--- src/rtl/mem_bus_arbiter_if.sv ---
// Two-master / one-memory bus bundle for mem_bus_arbiter.
// Combinational request path; read data returns one cycle after a read enable.
// Masters hold a request until ready; the arbiter never latches requests.
interface mem_bus_arbiter_if #(
  parameter int ADDR_W = 32
);
  // master 0 (cpu core)
  logic              m0_enable;
  logic [3:0]        m0_wstrb;
  logic [ADDR_W-1:0] m0_addr;
  logic [31:0]       m0_wvalue;
  logic              m0_ready;
  logic              m0_rvalid;
  logic [31:0]       m0_rvalue;
  // master 1 (debug / DMA)
  logic              m1_enable;
  logic [3:0]        m1_wstrb;
  logic [ADDR_W-1:0] m1_addr;
  logic [31:0]       m1_wvalue;
  logic              m1_ready;
  logic              m1_rvalid;
  logic [31:0]       m1_rvalue;
  // single-port memory
  logic              mem_enable;
  logic [3:0]        mem_wstrb;
  logic [ADDR_W-1:0] mem_addr;
  logic [31:0]       mem_wvalue;
  logic [31:0]       mem_rvalue;

  // arbiter side
  modport slave (
    input  m0_enable, m0_wstrb, m0_addr, m0_wvalue,
    output m0_ready, m0_rvalid, m0_rvalue,
    input  m1_enable, m1_wstrb, m1_addr, m1_wvalue,
    output m1_ready, m1_rvalid, m1_rvalue,
    output mem_enable, mem_wstrb, mem_addr, mem_wvalue,
    input  mem_rvalue
  );

  // masters + memory side
  modport master (
    output m0_enable, m0_wstrb, m0_addr, m0_wvalue,
    input  m0_ready, m0_rvalid, m0_rvalue,
    output m1_enable, m1_wstrb, m1_addr, m1_wvalue,
    input  m1_ready, m1_rvalid, m1_rvalue,
    input  mem_enable, mem_wstrb, mem_addr, mem_wvalue,
    output mem_rvalue
  );
endinterface

--- src/rtl/mem_bus_arbiter.sv ---
// Shares one single-port memory bus between two masters (round-robin or fixed priority with anti-starvation).
// Latency: grant and forward in the same cycle; read data steered back one cycle later.
// Backpressure: loser sees ready=0 and must hold its request; withdrawn requests are simply ignored.
module mem_bus_arbiter #(
  parameter int ADDR_W     = 32,
  parameter int RR_MODE    = 1,
  parameter int STARVE_MAX = 4
) (
  input  logic             clk_i,
  input  logic             rstn_i,
  mem_bus_arbiter_if.slave bus
);

  localparam logic [3:0] STARVE_LIM = 4'(STARVE_MAX);

  typedef enum logic [1:0] {
    TAG_NONE = 2'd0,
    TAG_M0   = 2'd1,
    TAG_M1   = 2'd2
  } tag_e;

  logic              prio_q, prio_d;       // RR: 1 means m1 preferred
  logic [3:0]        starve_cnt, starve_d; // fixed: consecutive cycles m1 lost
  tag_e              resp_tag, resp_tag_d; // who owns next cycle's read data
  logic              m1_forced;
  logic              gnt0, gnt1;
  logic [ADDR_W-1:0] addr_sel;

  // state register: priority pointer, starvation counter, response tag
  always_ff @(posedge clk_i) begin
    if (!rstn_i) begin
      prio_q     <= 1'b0;
      starve_cnt <= 4'd0;
      resp_tag   <= TAG_NONE;
    end else begin
      prio_q     <= prio_d;
      starve_cnt <= starve_d;
      resp_tag   <= resp_tag_d;
    end
  end

  // grant decision from registered state and current requests; nothing granted in reset
  always_comb begin
    m1_forced = (RR_MODE != 0) ? prio_q : (starve_cnt == STARVE_LIM);
    gnt0      = rstn_i && bus.m0_enable && (!bus.m1_enable || !m1_forced);
    gnt1      = rstn_i && bus.m1_enable && (!bus.m0_enable || m1_forced);
  end

  // next-state: flip priority after each grant, count m1 losses, tag granted reads
  always_comb begin
    prio_d     = prio_q;
    starve_d   = 4'd0;
    resp_tag_d = TAG_NONE;
    if (RR_MODE != 0) begin
      if (gnt0)      prio_d = 1'b1;
      else if (gnt1) prio_d = 1'b0;
    end else if (bus.m1_enable && !gnt1) begin
      starve_d = (starve_cnt >= STARVE_LIM) ? STARVE_LIM : starve_cnt + 4'd1;
    end
    if (gnt0 && bus.m0_wstrb == 4'd0)      resp_tag_d = TAG_M0;
    else if (gnt1 && bus.m1_wstrb == 4'd0) resp_tag_d = TAG_M1;
  end

  // outputs: forward the winner to memory, steer read data by tag, all zero in reset
  always_comb begin
    addr_sel       = gnt0 ? bus.m0_addr : (gnt1 ? bus.m1_addr : '0);
    bus.mem_enable = gnt0 | gnt1;
    bus.mem_wstrb  = gnt0 ? bus.m0_wstrb  : (gnt1 ? bus.m1_wstrb  : 4'd0);
    bus.mem_wvalue = gnt0 ? bus.m0_wvalue : (gnt1 ? bus.m1_wvalue : 32'd0);
    bus.mem_addr   = addr_sel;
    bus.m0_ready   = gnt0;
    bus.m1_ready   = gnt1;
    bus.m0_rvalid  = rstn_i && (resp_tag == TAG_M0);
    bus.m1_rvalid  = rstn_i && (resp_tag == TAG_M1);
    bus.m0_rvalue  = bus.m0_rvalid ? bus.mem_rvalue : 32'd0;
    bus.m1_rvalue  = bus.m1_rvalid ? bus.mem_rvalue : 32'd0;
  end

endmodule

--- src/flat_wrapper.sv ---
// flat-port wrapper written by rule: the top's interface ports become plain ports
module mem_bus_arbiter_flat 
#(
  parameter int ADDR_W     = 32,
  parameter int RR_MODE    = 1,
  parameter int STARVE_MAX = 4
)
  (clk_i, rstn_i, bus_m0_enable, bus_m0_wstrb, bus_m0_addr, bus_m0_wvalue, bus_m0_ready, bus_m0_rvalid, bus_m0_rvalue, bus_m1_enable, bus_m1_wstrb, bus_m1_addr, bus_m1_wvalue, bus_m1_ready, bus_m1_rvalid, bus_m1_rvalue, bus_mem_enable, bus_mem_wstrb, bus_mem_addr, bus_mem_wvalue, bus_mem_rvalue);
  mem_bus_arbiter_if #(.ADDR_W(ADDR_W)) bus_i ();
  input  logic clk_i;
  input  logic rstn_i;
  input wire logic [$bits(bus_i.m0_enable)-1:0] bus_m0_enable;
  input wire logic [$bits(bus_i.m0_wstrb)-1:0] bus_m0_wstrb;
  input wire logic [$bits(bus_i.m0_addr)-1:0] bus_m0_addr;
  input wire logic [$bits(bus_i.m0_wvalue)-1:0] bus_m0_wvalue;
  output wire logic [$bits(bus_i.m0_ready)-1:0] bus_m0_ready;
  output wire logic [$bits(bus_i.m0_rvalid)-1:0] bus_m0_rvalid;
  output wire logic [$bits(bus_i.m0_rvalue)-1:0] bus_m0_rvalue;
  input wire logic [$bits(bus_i.m1_enable)-1:0] bus_m1_enable;
  input wire logic [$bits(bus_i.m1_wstrb)-1:0] bus_m1_wstrb;
  input wire logic [$bits(bus_i.m1_addr)-1:0] bus_m1_addr;
  input wire logic [$bits(bus_i.m1_wvalue)-1:0] bus_m1_wvalue;
  output wire logic [$bits(bus_i.m1_ready)-1:0] bus_m1_ready;
  output wire logic [$bits(bus_i.m1_rvalid)-1:0] bus_m1_rvalid;
  output wire logic [$bits(bus_i.m1_rvalue)-1:0] bus_m1_rvalue;
  output wire logic [$bits(bus_i.mem_enable)-1:0] bus_mem_enable;
  output wire logic [$bits(bus_i.mem_wstrb)-1:0] bus_mem_wstrb;
  output wire logic [$bits(bus_i.mem_addr)-1:0] bus_mem_addr;
  output wire logic [$bits(bus_i.mem_wvalue)-1:0] bus_mem_wvalue;
  input wire logic [$bits(bus_i.mem_rvalue)-1:0] bus_mem_rvalue;
  assign bus_i.m0_enable = bus_m0_enable;
  assign bus_i.m0_wstrb = bus_m0_wstrb;
  assign bus_i.m0_addr = bus_m0_addr;
  assign bus_i.m0_wvalue = bus_m0_wvalue;
  assign bus_m0_ready = bus_i.m0_ready;
  assign bus_m0_rvalid = bus_i.m0_rvalid;
  assign bus_m0_rvalue = bus_i.m0_rvalue;
  assign bus_i.m1_enable = bus_m1_enable;
  assign bus_i.m1_wstrb = bus_m1_wstrb;
  assign bus_i.m1_addr = bus_m1_addr;
  assign bus_i.m1_wvalue = bus_m1_wvalue;
  assign bus_m1_ready = bus_i.m1_ready;
  assign bus_m1_rvalid = bus_i.m1_rvalid;
  assign bus_m1_rvalue = bus_i.m1_rvalue;
  assign bus_mem_enable = bus_i.mem_enable;
  assign bus_mem_wstrb = bus_i.mem_wstrb;
  assign bus_mem_addr = bus_i.mem_addr;
  assign bus_mem_wvalue = bus_i.mem_wvalue;
  assign bus_i.mem_rvalue = bus_mem_rvalue;
  mem_bus_arbiter #(.ADDR_W(ADDR_W), .RR_MODE(RR_MODE), .STARVE_MAX(STARVE_MAX)) u_core (.clk_i(clk_i), .rstn_i(rstn_i), .bus(bus_i));
endmodule
--- config.mk ---
export PLATFORM = sky130hd
export DESIGN_NAME = mem_bus_arbiter_flat
export DESIGN_NICKNAME = d
export VERILOG_FILES = /design/src/rtl/mem_bus_arbiter_if.sv /design/src/rtl/mem_bus_arbiter.sv /design/src/flat_wrapper.sv
export SDC_FILE = /design/constraint.sdc
export NUM_CORES = 1
export LEC_CHECK = 0
export ABC_AREA = 1
export BUFFER_PORTS_ARGS = -buffer_cell sky130_fd_sc_hd__buf_2
export CORE_AREA = 2 2 118 120
export CTS_CLUSTER_SIZE = 25
export DETAILED_ROUTE_END_ITERATION = 12
export DIE_AREA = 0 0 120 122
export HOLD_SLACK_MARGIN = 0.03
export PLACE_DENSITY_LB_ADDON = 0.05
export SLEW_MARGIN = 5
export SYNTH_ARGS = -nofsm -noshare
export SYNTH_HDL_FRONTEND = slang
export SYNTH_SLANG_ARGS = --single-unit
--- constraint.sdc ---
create_clock -name clk_i -period 0.9 [get_ports clk_i]
set_input_delay 0.045 -clock clk_i [delete_from_list [all_inputs] [get_ports clk_i]]
set_output_delay 0.045 -clock clk_i [all_outputs]
set_load 0.05 [all_outputs]
==> results_dict.tcl, run 1 <==
set metrics [dict create \
    skew_ps 0.6077 \
    row_count 43 \
    drive_gt1_share_pct 82.40 \
    setup_violations 139 \
    power.leakage_nw 3.210 \
    worstMarginPinSlew_ps 186.7 \
    dp_hpwl_um 9654 \
    hold_viol 0 \
    fp.dieW_um 120 \
    grt_max_degree 32 \
    synth_compound_area_share_pct 0 \
    synth_cells 367 \
    cp_max_fo 12 \
    grt_setup_unrepaired "yes" \
    holdCritPathClass "input port to flip-flop" \
    wire_per_inst_um 14.93 \
    die-area_mm2 0.01464 \
    crit_required_ps 850 \
    route.detailed.drc 0 \
    antenna_found_initial 0 \
    first_global_vias 3654 \
    clock_latency_ps 230 \
    synth_xor_area_share_pct 0 \
    setup_tns_ps -54020 \
    synth_top_family_by_area "simple AND/OR/NAND/NOR gates" \
    critical_path.endpoint_type "primary output" \
    portBuffers 308 \
    cts_num_sinks 3 \
    holdWs_ps 101.5 \
    cts_tree "built" \
    drt_iter0_drc 105 \
    slew_headroom_pct 87.55 \
    ctsHoldBuffers 0 \
    powerDensity_mw_per_mm2 599.8 \
    die_h_um 122 \
    cp_data_arrival_time_ps 1300 \
    r2r_setup_slack_ps -140 \
    reg2reg_to "u_core.resp_tag[1]" \
    wl_um 13120 \
    ys_ff_latch 3 \
    place.gp.congestion 0.7612 \
    top_layer "met4" \
    final_cells 879 \
    drt_pass1_iterations 5 \
    crit_start "u_core.m1_forced" \
    fin_nets 872 \
    track_usage_pct 15.55 \
    initial_core_util_pct 12.25 \
    ys_warn_count 0 \
    grt-ovfl-total 0 \
    cts.htree.levels 1 \
    ant_nets 0 \
    cts_buffers 3 \
    clock_path_buffers 2 \
    route.met2.wl_um 7283 \
    vias 3787 \
    finalCritPeriodShare_pct 149.5 \
    hold_depth 4 \
    total_power_mw 4.254 \
    r2r_cells 6 \
    period_minus_slack_ps 1345 \
    hold_path.startpoint "bus_m0_wstrb[1]" \
    synth_cell_type_count 11 \
    violations "negative setup slack" \
    place_inst 859 \
    wl_met1_um 4608 \
    grt_first_pass_wirelength_um 18420 \
    syn2layout_area_growth_pct 328.7 \
    synthesis.area_mm2 0.001654 \
    clk_pin_slew_ps 30 \
    route.met3.wl_um 1087 \
    synth_mux_area_share_pct 0 \
    maxCapViolations 0 \
    cts_root_buf "clkbuf_16" \
    ioPinCount 309 \
    min_to "u_core.resp_tag[0]" \
    finalWorstSetupSlack_ps -445.5 \
    synth_nets 539 \
    n_antenna_cell 0 \
    crit_path_start_kind "flip-flop" \
    rr_startpoint "u_core.m1_forced" \
    ys_seq_area_share_pct 3.631 \
    synth_fa_ha_area_share_pct 0 \
    fmax_mhz 743.2 \
    synth-simple-area-share_pct 76.10 \
    ir_worst_vdd_v 0.0005038 \
    slew_violations 0 \
    vias_per_cell 4.308 \
    avgSynthCellArea_um2 4.507 \
    critPathKind "flip-flop to primary output" \
    core_area_mm2 0.01350 \
    outcome "finished, violations left" \
]
[through the flow]
step                      cell area (um^2)  utilization [%]  setup WS, ps
after floorplan                       3254                -        -145.5
after global placement                5209            38.57        -344.1
after detailed placement              5209            38.57        -354.7
after CTS                             6381            47.25        -477.7
after global routing                  7092            52.52        -494.6
final                                 7092            52.52        -445.5
[cells by family after synthesis]
family	count (synthesis)
simple gates	289
flops	3
buf+inv	75
[routing by layer]
layer  global-route usage [%]  up-vias
met1                    16.77     1767
met3                    3.137        9
li1                         -     1841
met2                    30.97      170
met4                    3.235        0
met5                        0        -
[Yosys cell counts]
| master | n | share of area, % |
|---|---|---|
| inv_1 | 39 | 8.9 |
| nand2_1 | 78 | 18 |
| nand2_2 | 1 | 0.38 |
| dfxtp_1 | 3 | 3.6 |
| buf_6 | 3 | 2.0 |
| nand3_1 | 137 | 41 |
| inv_2 | 2 | 0.45 |
| clkbuf_1 | 10 | 2.3 |
| buf_2 | 19 | 5.7 |
| nor2_1 | 73 | 17 |
| buf_4 | 2 | 0.91 |
[layout by cell type, fill, tap and decap left out]
cell type and count:
inv_2 2, nor2_4 65, nand3_1 76, buf_16 1
dfxtp_2 1, clkinv_2 1, buf_8 73, clkinvlp_4 4
nand3_2 38, clkbuf_4 2, nor2_1 8, nand3_4 23
buf_6 65, nand2_8 16, buf_4 11, buf_2 170
nand2_2 1, clkbuf_16 10, buf_12 32, nand2_4 58
inv_1 33, nand2_1 5, inv_6 1, dfxtp_4 2
clkbuf_1 1
[how the worst max path moves through the flow]
stage,cells after the start,to
floorplan,4,bus_m0_rvalue[10]
global placement,6,bus_mem_wvalue[26]
detailed placement,6,bus_mem_wvalue[30]
CTS,5,bus_mem_addr[21]
global route,5,bus_mem_addr[4]
finish,6,bus_mem_wvalue[21]
[power breakdown]
group | total, mW | switching, mW | leakage [nW] | internal (mW)
Combinational | 3.39 | 1.96 | 3.15 | 1.43
Clock | 0.719 | 0.133 | 0.0382 | 0.586
Sequential | 0.146 | 0.0107 | 0.0264 | 0.136
Total | 4.25 | 2.10 | 3.21 | 2.15
[critical path, stage by stage (launching register included)]
cell	delay [ps]
dfxtp_4	390
inv_6	60
nand2_8	100
buf_12	150
nand3_1	130
nand2_4	100
buf_8	140
[what timing repair did]
item                                    in CTS  in global routing
pin swaps                                    3                 11
resized for setup                          309                117
cloned                                       1                  9
endpoints found under the setup margin     138                139
setup buffers                                6                  3
[area by class of cell]
| type | count | area (um^2) |
|---|---|---|
| inverters | 41 | 175.2 |
| well taps | 180 | 225.2 |
| fillers | 1267 | 6412 |
| multi-input cells | 290 | 2924 |
| clock buffers | 4 | 78.83 |
| flip-flops and latches | 3 | 68.82 |
| repair buffers | 361 | 3620 |
[registers in the layout, summed over array words and instances, names as in the netlist]
signal            count
u_core.resp_tag       2
u_core.m1_forced      1
Power figures use the tool's default switching activity.
==> run 2: changes to the inputs <==
--- a/config.mk
+++ b/config.mk
@@ -13,6 +13,7 @@
 export DIE_AREA = 0 0 120 122
 export HOLD_SLACK_MARGIN = 0.03
 export PLACE_DENSITY_LB_ADDON = 0.05
+export RECOVER_POWER = 25
 export SLEW_MARGIN = 5
 export SYNTH_ARGS = -nofsm -noshare
 export SYNTH_HDL_FRONTEND = slang
==> results_dict.tcl, run 2 (synthesis results as in run 1) <==
set metrics [dict create \
    total_power_mw 4.253 \
    cts_tree "built" \
    track_usage_pct 15.55 \
    dp_hpwl_um 9654 \
    clock_path_buffers 2 \
    slew_headroom_pct 87.55 \
    regMostFlops "u_core.resp_tag" \
    place_ws_ps -354.7 \
    grt_first_pass_wirelength_um 18420 \
    cts_buffers 3 \
    hold_depth 4 \
    antenna_found_initial 0 \
    crit_required_ps 850 \
    cts_num_sinks 3 \
    syn2layout_area_growth_pct 328.7 \
    fin_nets 872 \
    cts_root_buf "clkbuf_16" \
    placed_area_mm2 0.005209 \
    ant_nets 0 \
    drt_pass1_iterations 5 \
    grt-ovfl-total 0 \
    wire_per_inst_um 14.93 \
    ir_worst_vdd_v 0.0005038 \
    mostFrequentLayoutCells "170 x buf_2, 76 x nand3_1, 73 x buf_8, 65 x nor2_4, 65 x buf_6" \
    place.gp.congestion 0.7612 \
    finalCritPeriodShare_pct 149.5 \
    cts.htree.levels 1 \
    violations "negative setup slack" \
    n_antenna_cell 0 \
    initial_core_util_pct 12.25 \
    fmax_mhz 743.2 \
    fp.dieW_um 120 \
    place_inst 859 \
    critical_path.endpoint_type "primary output" \
    cp_max_fo 12 \
    largest_reg_flops 2 \
    grt_max_degree 32 \
    setup_violations 139 \
    ioPinCount 309 \
    period_minus_slack_ps 1345 \
    cpPeakStageDelay_ps 390 \
    path_cells "inv_6, nand2_8, buf_12, nand3_1, nand2_4, buf_8" \
    worstMarginPinSlew_ps 186.7 \
    stdcell_area_mm2 0.007092 \
    outcome "finished, violations left" \
    clk_pin_slew_ps 30 \
    hold_viol 0 \
    first_global_vias 3654 \
    finalWorstSetupSlack_ps -445.5 \
    cp_data_arrival_time_ps 1300 \
    wl_um 13120 \
    route.detailed.drc 0 \
    cp_num_buf_inv 3 \
    path_delay_family "flip-flops" \
    drive_gt1_share_pct 82.40 \
    vias_per_cell 4.307 \
    core_area_mm2 0.01350 \
    drt_iter0_drc 105 \
    slew_violations 0 \
    portBuffers 308 \
    holdCritPathClass "input port to flip-flop" \
    row_count 43 \
    r2r_cells 6 \
    crit_path_start_kind "flip-flop" \
    powerDensity_mw_per_mm2 599.8 \
    grt_setup_unrepaired "yes" \
    final_common_cell "buf_2" \
    die_h_um 122 \
    maxCapViolations 0 \
    die-area_mm2 0.01464 \
    critPathKind "flip-flop to primary output" \
    cpMaxStageDelayCell "dfxtp_4" \
    final_cells 879 \
    skew_ps 0.6077 \
    power.leakage_nw 3.210 \
    clock_latency_ps 230 \
    vias 3786 \
    ctsHoldBuffers 0 \
    cp.depth 6 \
]
[run 2: repair_timing]
action,4_1_cts,5_1_grt
endpoints found under the setup margin,138,139
buffers inserted,6,3
pin swaps,3,11
gates resized for setup,309,117
cloned,1,9
[run 2: layout make-up]
cell class	instances	area, um^2
Fill cell	1267	6412
Timing Repair Buffer	361	3620
Multi-Input combinational cell	290	2924
Tap cell	180	225.2
Inverter	41	175.2
Clock buffer	4	78.83
Sequential cell	3	68.82
[run 2: worst min-delay path: stages]
cell and delay, ps:
buf_2 90, nor2_1 50, nand2_1 60, nor2_1 40
[run 2: power breakdown]
part,switching (mW),internal [mW]
sequential,0.0107,0.136
clock,0.133,0.586
combinational,1.96,1.43
[run 2: final timing paths]
kind                                        from            endpoint  slack [ps]
worst max register to register  u_core.m1_forced  u_core.resp_tag[1]        -140
worst min register to register  u_core.m1_forced    u_core.m1_forced         560
worst max-delay path            u_core.m1_forced  bus_mem_wvalue[21]        -450
worst min-delay path             bus_m0_wstrb[1]  u_core.resp_tag[0]         100
[run 2: routing by layer]
metal,share of wire (%),GRT usage [%],routed length (um),vias to the layer above
met4,1.1,3.235,145,0
li1,-,-,-,1841
met2,55,30.97,7280,170
met5,0,0,0,-
met3,8.3,3.137,1087,9
met1,35,16.77,4609,1766
[run 2: per-stage QoR]
step                TNS [ps]  hold slack [ps]  utilization (%)
global placement      -34530            332.9            38.57
finish                -54010            101.5            52.52
detailed placement    -35570            343.5            38.57
CTS                   -55180            108.6            47.25
floorplan             -12590            159.5                -
global route          -60330            128.0            52.52
